### src/rtl/gb_noise_channel.sv
// rtl/gb_noise_channel.sv - Game Boy channel-4 noise generator (optional macro: NOISE_SHIFT_STALL_EN)
module gb_noise_channel #(
    parameter int          TIMER_W   = 22,
    parameter logic [14:0] LFSR_SEED = 15'h7FFF
) (
    input  logic       clk,
    input  logic       rst_n,
    input  logic       timer_tick,
    input  logic       len_tick,
    input  logic       env_tick,
    input  logic       wr_en,
    input  logic [1:0] wr_addr,
    input  logic [7:0] wr_data,
    output logic [3:0] noise,
    output logic       active
);

    logic [14:0]        lfsr;
    logic [3:0]         volume;
    logic [6:0]         len_cnt;
    logic [TIMER_W-1:0] freq_timer;
    logic [2:0]         env_timer;

    logic [3:0]         init_vol;
    logic               env_up;
    logic [2:0]         env_per;
    logic [3:0]         shift;
    logic               width7;
    logic [2:0]         div_code;
    logic               len_en;

    logic               dac_en;
    logic               trigger;
    logic [6:0]         divisor;
    logic [TIMER_W-1:0] period;
    logic               lfsr_x;
    logic [14:0]        lfsr_stepped;
    logic               lfsr_stall;
    logic [6:0]         len_load;

    // The DAC is powered whenever the NR42 upper five bits are not all zero.
    assign dac_en  = |{init_vol, env_up};
    assign trigger = wr_en && (wr_addr == 2'd3) && wr_data[7];
    assign len_load = 7'd64 - {1'b0, wr_data[5:0]};

    // Divisor lookup for the frequency timer.
    always_comb begin
        divisor = 7'd8;
        case (div_code)
            3'd0: divisor = 7'd8;
            3'd1: divisor = 7'd16;
            3'd2: divisor = 7'd32;
            3'd3: divisor = 7'd48;
            3'd4: divisor = 7'd64;
            3'd5: divisor = 7'd80;
            3'd6: divisor = 7'd96;
            3'd7: divisor = 7'd112;
            default: divisor = 7'd8;
        endcase
    end

    assign period = TIMER_W'(divisor) << shift;

    // Next LFSR value; in 7-bit mode the feedback bit is also folded into bit 6.
    assign lfsr_x = lfsr[0] ^ lfsr[1];
    always_comb begin
        lfsr_stepped = {lfsr_x, lfsr[14:1]};
        if (width7) begin
            lfsr_stepped[6] = lfsr_x;
        end
    end

`ifdef NOISE_SHIFT_STALL_EN
    assign lfsr_stall = (shift >= 4'd14);
`else
    assign lfsr_stall = 1'b0;
`endif

    // Configuration register file (NR42/NR43/NR44 fields).
    always_ff @(posedge clk or negedge rst_n) begin
        if (!rst_n) begin
            init_vol <= '0;
            env_up   <= 1'b0;
            env_per  <= '0;
            shift    <= '0;
            width7   <= 1'b0;
            div_code <= '0;
            len_en   <= 1'b0;
        end else if (wr_en) begin
            case (wr_addr)
                2'd1: begin
                    init_vol <= wr_data[7:4];
                    env_up   <= wr_data[3];
                    env_per  <= wr_data[2:0];
                end
                2'd2: begin
                    shift    <= wr_data[7:4];
                    width7   <= wr_data[3];
                    div_code <= wr_data[2:0];
                end
                2'd3: len_en <= wr_data[6];
                default: ;
            endcase
        end
    end

    // Frequency timer: one LFSR step every `period` timer ticks; trigger restarts it.
    always_ff @(posedge clk or negedge rst_n) begin
        if (!rst_n) begin
            freq_timer <= '0;
            lfsr       <= LFSR_SEED;
        end else if (trigger) begin
            freq_timer <= period;
            lfsr       <= LFSR_SEED;
        end else if (timer_tick) begin
            if (freq_timer <= TIMER_W'(1)) begin
                freq_timer <= period;
                if (!lfsr_stall) begin
                    lfsr <= lfsr_stepped;
                end
            end else begin
                freq_timer <= freq_timer - TIMER_W'(1);
            end
        end
    end

    // Length counter and channel-enable flag, including the DAC-off shutdown.
    always_ff @(posedge clk or negedge rst_n) begin
        if (!rst_n) begin
            len_cnt <= '0;
            active  <= 1'b0;
        end else if (trigger) begin
            active <= dac_en;
            if (len_cnt == 7'd0) begin
                len_cnt <= 7'd64;
            end
        end else begin
            if (wr_en && (wr_addr == 2'd0)) begin
                len_cnt <= len_load;
            end else if (len_tick && len_en && (len_cnt != 7'd0)) begin
                len_cnt <= len_cnt - 7'd1;
                if (len_cnt == 7'd1) begin
                    active <= 1'b0;
                end
            end
            if (wr_en && (wr_addr == 2'd1) && (wr_data[7:3] == 5'd0)) begin
                active <= 1'b0;
            end
        end
    end

    // Volume envelope: saturating step every env_per envelope ticks.
    always_ff @(posedge clk or negedge rst_n) begin
        if (!rst_n) begin
            volume    <= '0;
            env_timer <= '0;
        end else if (trigger) begin
            volume    <= init_vol;
            env_timer <= env_per;
        end else if (env_tick && (env_per != 3'd0)) begin
            if (env_timer <= 3'd1) begin
                env_timer <= env_per;
                if (env_up && (volume != 4'hF)) begin
                    volume <= volume + 4'd1;
                end else if (!env_up && (volume != 4'h0)) begin
                    volume <= volume - 4'd1;
                end
            end else begin
                env_timer <= env_timer - 3'd1;
            end
        end
    end

    // Registered sample: silent while disabled or while the LFSR output bit is high.
    always_ff @(posedge clk or negedge rst_n) begin
        if (!rst_n) begin
            noise <= '0;
        end else begin
            noise <= (active && !lfsr[0]) ? volume : 4'd0;
        end
    end

endmodule

### config.mk
export PLATFORM = sky130hd
export DESIGN_NAME = gb_noise_channel
export DESIGN_NICKNAME = d
export VERILOG_FILES = /design/src/rtl/gb_noise_channel.sv
export SDC_FILE = /design/constraint.sdc
export NUM_CORES = 1
export LEC_CHECK = 0
export CORE_MARGIN = 2
export CORE_UTILIZATION = 60
export DETAILED_ROUTE_END_ITERATION = 7
export GPL_TIMING_DRIVEN = 1
export PLACE_DENSITY = 0.77
export SYNTH_ARGS = -nofsm -noshare
export SYNTH_HDL_FRONTEND = slang
export SYNTH_SLANG_ARGS = --single-unit
### constraint.sdc
create_clock -name clk -period 2.7 [get_ports clk]
set_clock_uncertainty 0.15 [all_clocks]
set_input_delay 0.54 -clock clk [delete_from_list [all_inputs] [get_ports clk]]
set_output_delay 0.54 -clock clk [all_outputs]
set_load 0.01 [all_outputs]
==> metrics.sh <==
SYNTH-EDFF-COUNT=0
FINALHOLDVIOLCOUNT=0
POST_SYNTH_INSTANCE_AREA_SQ_UM=4130
GRT_PASS1_VIAS=3464
HOLD_CLASS='in2async'
WORST_SETUP_PATH_END_KIND='flip-flop'
WORST_SETUP_PATH_STARTPOINT='freq_timer[6]$_DFFE_PN0P_'
ASYNC_FLOP_SHARE=1.00
MET3ROUTEDLENGTH_UM=480
SYNTH_TOP_CELL_BY_AREA='sky130_fd_sc_hd__dfrtp_1'
WORSTSETUPPATHTYPE='reg2reg'
DIEAREA_SQ_UM=7560
SETUP.WORST_PATH.START_CLASS='flip-flop'
FINAL.PERIOD_UTILIZATION=0.922
MIN_SETUP_SLACK_POST_ROUTE_NS=0.211
TRACK_USAGE=0.277
INSERTION_DELAY_NS=0.35
IO_BUFFER_COUNT=20
INITIAL_UTIL=0.614
CTS-ROOT-TO-SINK-BUFFERS=2
CP-ENDPOINT='freq_timer[14]$_DFFE_PN0P_'
POWER.DENSITY_CELL_AREA_nW_PER_UM2=867
WORST_SLEW_MARGIN_REL=0.586
SETUP.REG_TO_REG.WORST_SLACK_NS=0.21
WORSTREG2REGSTART='freq_timer[6]$_DFFE_PN0P_'
LAYOUT.CELL_AREA.NON_FILLER_SQ_UM=4770
DR.MAX_LAYER_USED='met4'
POST_CTS_HOLD_BUFFER_COUNT=0
MAPPEDNETLISTNETS=472
CLOCK_TREE.HTREE_LEVEL_COUNT=3
DRT-WIRELENGTH-PER-CELL_UM=17.1
ROUTED_WIRELENGTH_UM=9760
SYNTH_SEQ_CELLS=73
DETAIL_ROUTE.WIRELENGTH.MET1_UM=4190
CRIT_FANOUT=13
NUMBER_OF_ANTENNA_VIOLATIONS_AT_THE_FIRST_CHECK_IN_GLOBAL_ROUTING=0
NUM_VIAS=3618
DIEWIDTH_UM=86.9
CAP_VIOLATIONS=0
SYNTH.TOP_CELL.AREA_SHARE=0.352
FIN_TNS_SETUP_NS=0
FIRST_PASS_GRT_WIRE_LENGTH_UM=16400
R2R_CELLS=6
IRDROPWORSTVDD_uV=506
PLACED_AREA_SQ_UM=4590
RSZ_0062_RAISED_AFTER_GLOBAL_ROUTING='false'
CRIT_REQUIRED_NS=2.80
SYNTH.YOSYS.WARNINGS=0
CRIT-REG2REG-CAPTURE='freq_timer[14]$_DFFE_PN0P_'
STATUS='finished clean'
FMAXACHIEVABLE_MHz=402
YS.FLOP_TYPE='sky130_fd_sc_hd__dfrtp_1'
WL_MET2_UM=4800
VIASPERCELL=6.33
PIN_COUNT_OF_THE_BIGGEST_NET_ENTERING_GLOBAL_ROUTING=74
CLOCK_SINK_COUNT=73
FINAL-SETUP-VIOL-COUNT=0
YS_TOP_CELLS_BY_AREA='sky130_fd_sc_hd__dfrtp_1, sky130_fd_sc_hd__dfstp_2, sky130_fd_sc_hd__o21ai_0, sky130_fd_sc_hd__mux2_2, sky130_fd_sc_hd__nand2_1'
MAX_SLEW.WORST_PIN.SLEW_NS=0.616
FILLER_CELL_COUNT=535
LEAKAGE_POWER_uW=0.00198
NETLIST-CELL-TYPE-COUNT=57
FIN_CRIT_NS=2.49
MOSTFREQUENTLAYOUTCELL='sky130_fd_sc_hd__dfrtp_1'
SYNTHESIS.AREA_PER_INSTANCE_SQ_UM=9.25
ROUTABILITY_DRIVEN_PLACEMENT_CONGESTION_RATIO=0.988
CLKSLEWWORSTSETUPHOLDPATHS_NS=0.08
DESIGN.PORTCOUNT=21
ANTENNADIODECOUNT=0
DRCVIOLATIONCOUNT=0
CTS_MADE_BUFFERS=9
SYN_INST=446
SLEW_VIOLATIONS=0
PLACEMENT_ROWS=30
DRT_PASS1_ITERATIONS=5
TRITONCTS='built'
CTS_ROOT_BUFFER='sky130_fd_sc_hd__clkbuf_8'
FINAL_CELL_MIX='sky130_fd_sc_hd__dfrtp_1, sky130_fd_sc_hd__nand2_1, sky130_fd_sc_hd__o21ai_0'
POSTROUTEANTENNANETS=0
PLACEABLECOREAREA_SQ_UM=6720
SYNTH_SEQUENTIAL_AREA_RATIO=0.447
GRT_REMAINING_OVERFLOW=0
DRT_ITER0_DRC=345
PLACE_WORST_SETUP_SLACK_NS=0.0833
DETAILED_PLACE_HPWL_UM=6850
HEIGHT_OF_THE_DIE_UM=86.9
FINALNETCOUNT=513
RATIO_OF_CELLS_WITH_DRIVE_ABOVE_1_IN_THE_FINAL_LAYOUT=0.177
SYN2LAYOUT_AREA_GROWTH_PCT=15.7
CRIT_ARRIVAL_NS=2.59
## routing by layer
layer  vias to the layer above  global-route usage
met3                        32              0.0408
met4                         0               0.112
met2                       119               0.446
met1                      1749               0.377
met5                         -                   0
li1                       1718                   -
## synth_stat cells (10+ instances only)
| cell type | count |
|---|---|
| sky130_fd_sc_hd__inv_1 | 16 |
| sky130_fd_sc_hd__nand2_1 | 43 |
| sky130_fd_sc_hd__dfstp_2 | 15 |
| sky130_fd_sc_hd__dfrtp_1 | 58 |
| sky130_fd_sc_hd__mux2_2 | 18 |
| sky130_fd_sc_hd__nand3_1 | 12 |
| sky130_fd_sc_hd__nor4_1 | 12 |
| sky130_fd_sc_hd__or3_1 | 10 |
| sky130_fd_sc_hd__a21oi_1 | 19 |
| sky130_fd_sc_hd__nor3_1 | 13 |
| sky130_fd_sc_hd__nor2_1 | 40 |
| sky130_fd_sc_hd__o21ai_0 | 43 |
| sky130_fd_sc_hd__clkbuf_1 | 19 |
## where the power goes
part / switching, uW / internal, uW
clock: 434 / 366
combinational: 749 / 695
sequential: 389 / 1510
## registers in the layout, summed over array words and instances (netlist names)
register    cells
div_code        3
init_vol        4
shift           4
active          1
lfsr           15
freq_timer     22
volume          4
width7          1
env_timer       3
noise           4
env_per         3
len_en          1
len_cnt         7
env_up          1
## final cells by class
class | instances | area (sq um) | share of cell area
Clock inverter | 5 | 38.8 | 0.00813
Tap cell | 80 | 100 | 0.0210
Sequential cell | 73 | 1850 | 0.387
Multi-Input combinational cell | 336 | 2150 | 0.450
Timing Repair Buffer | 51 | 440 | 0.0923
Inverter | 16 | 60.1 | 0.0126
Clock buffer | 11 | 141 | 0.0296
## worst min path at each step
stage,start,to,slack [ns],cells past startpoint
after floorplan,rst_n,active$_DFFE_PN0P_,0.09,0
after global placement,lfsr[13]$_DFFE_PN1P_,lfsr[13]$_DFFE_PN1P_,0.32,2
after detailed placement,lfsr[12]$_DFFE_PN1P_,lfsr[12]$_DFFE_PN1P_,0.33,2
after CTS,rst_n,noise[0]$_DFF_PN0_,0.07,2
after global routing,rst_n,noise[3]$_DFF_PN0_,0.09,2
final,rst_n,volume[2]$_DFFE_PN0P_,0.06,2
## stage by stage
| step | util | std cells | hold slack (ns) | power (uW) |
|---|---|---|---|---|
| 2_1_floorplan | - | 446 | 0.0944 | 2830 |
| 3_3_place_gp | 0.683 | 556 | 0.317 | 3260 |
| 3_5_place_dp | 0.683 | 556 | 0.325 | 3330 |
| 4_1_cts | 0.710 | 572 | 0.0746 | 4130 |
| 5_1_grt | 0.710 | 572 | 0.0948 | 4420 |
| 6_report | 0.710 | 572 | 0.0597 | 4140 |
## worst max-delay path, stage by stage (launching register included)
cell and delay (ns):
sky130_fd_sc_hd__dfrtp_1 0.43, sky130_fd_sc_hd__nor4_1 0.58, sky130_fd_sc_hd__and3_2 0.47, sky130_fd_sc_hd__a31oi_2 0.16, sky130_fd_sc_hd__buf_4 0.22, sky130_fd_sc_hd__nor3b_1 0.14, sky130_fd_sc_hd__a311oi_1 0.25
## cells by family (layout without fill, tap and decap cells)
group | Yosys count | after routing | synth area share
buffers and inverters | 37 | 83 | 0.0343
adder cells (fa/ha/maj) | 10 | 10 | 0.0321
flip-flops | 73 | 73 | 0.447
multiplexers | 24 | 24 | 0.0637
AO/OA/AOI/OAI | 115 | 115 | 0.179
AND/OR/NAND/NOR | 176 | 176 | 0.221
XOR/XNOR | 11 | 11 | 0.0233
## timing repair
action / in CTS / in global routing
setup buffers: 0 / 0
resized for setup: 0 / 1
setup endpoints to repair: 0 / 1
Note: power is estimated with default switching activity, not from simulation.
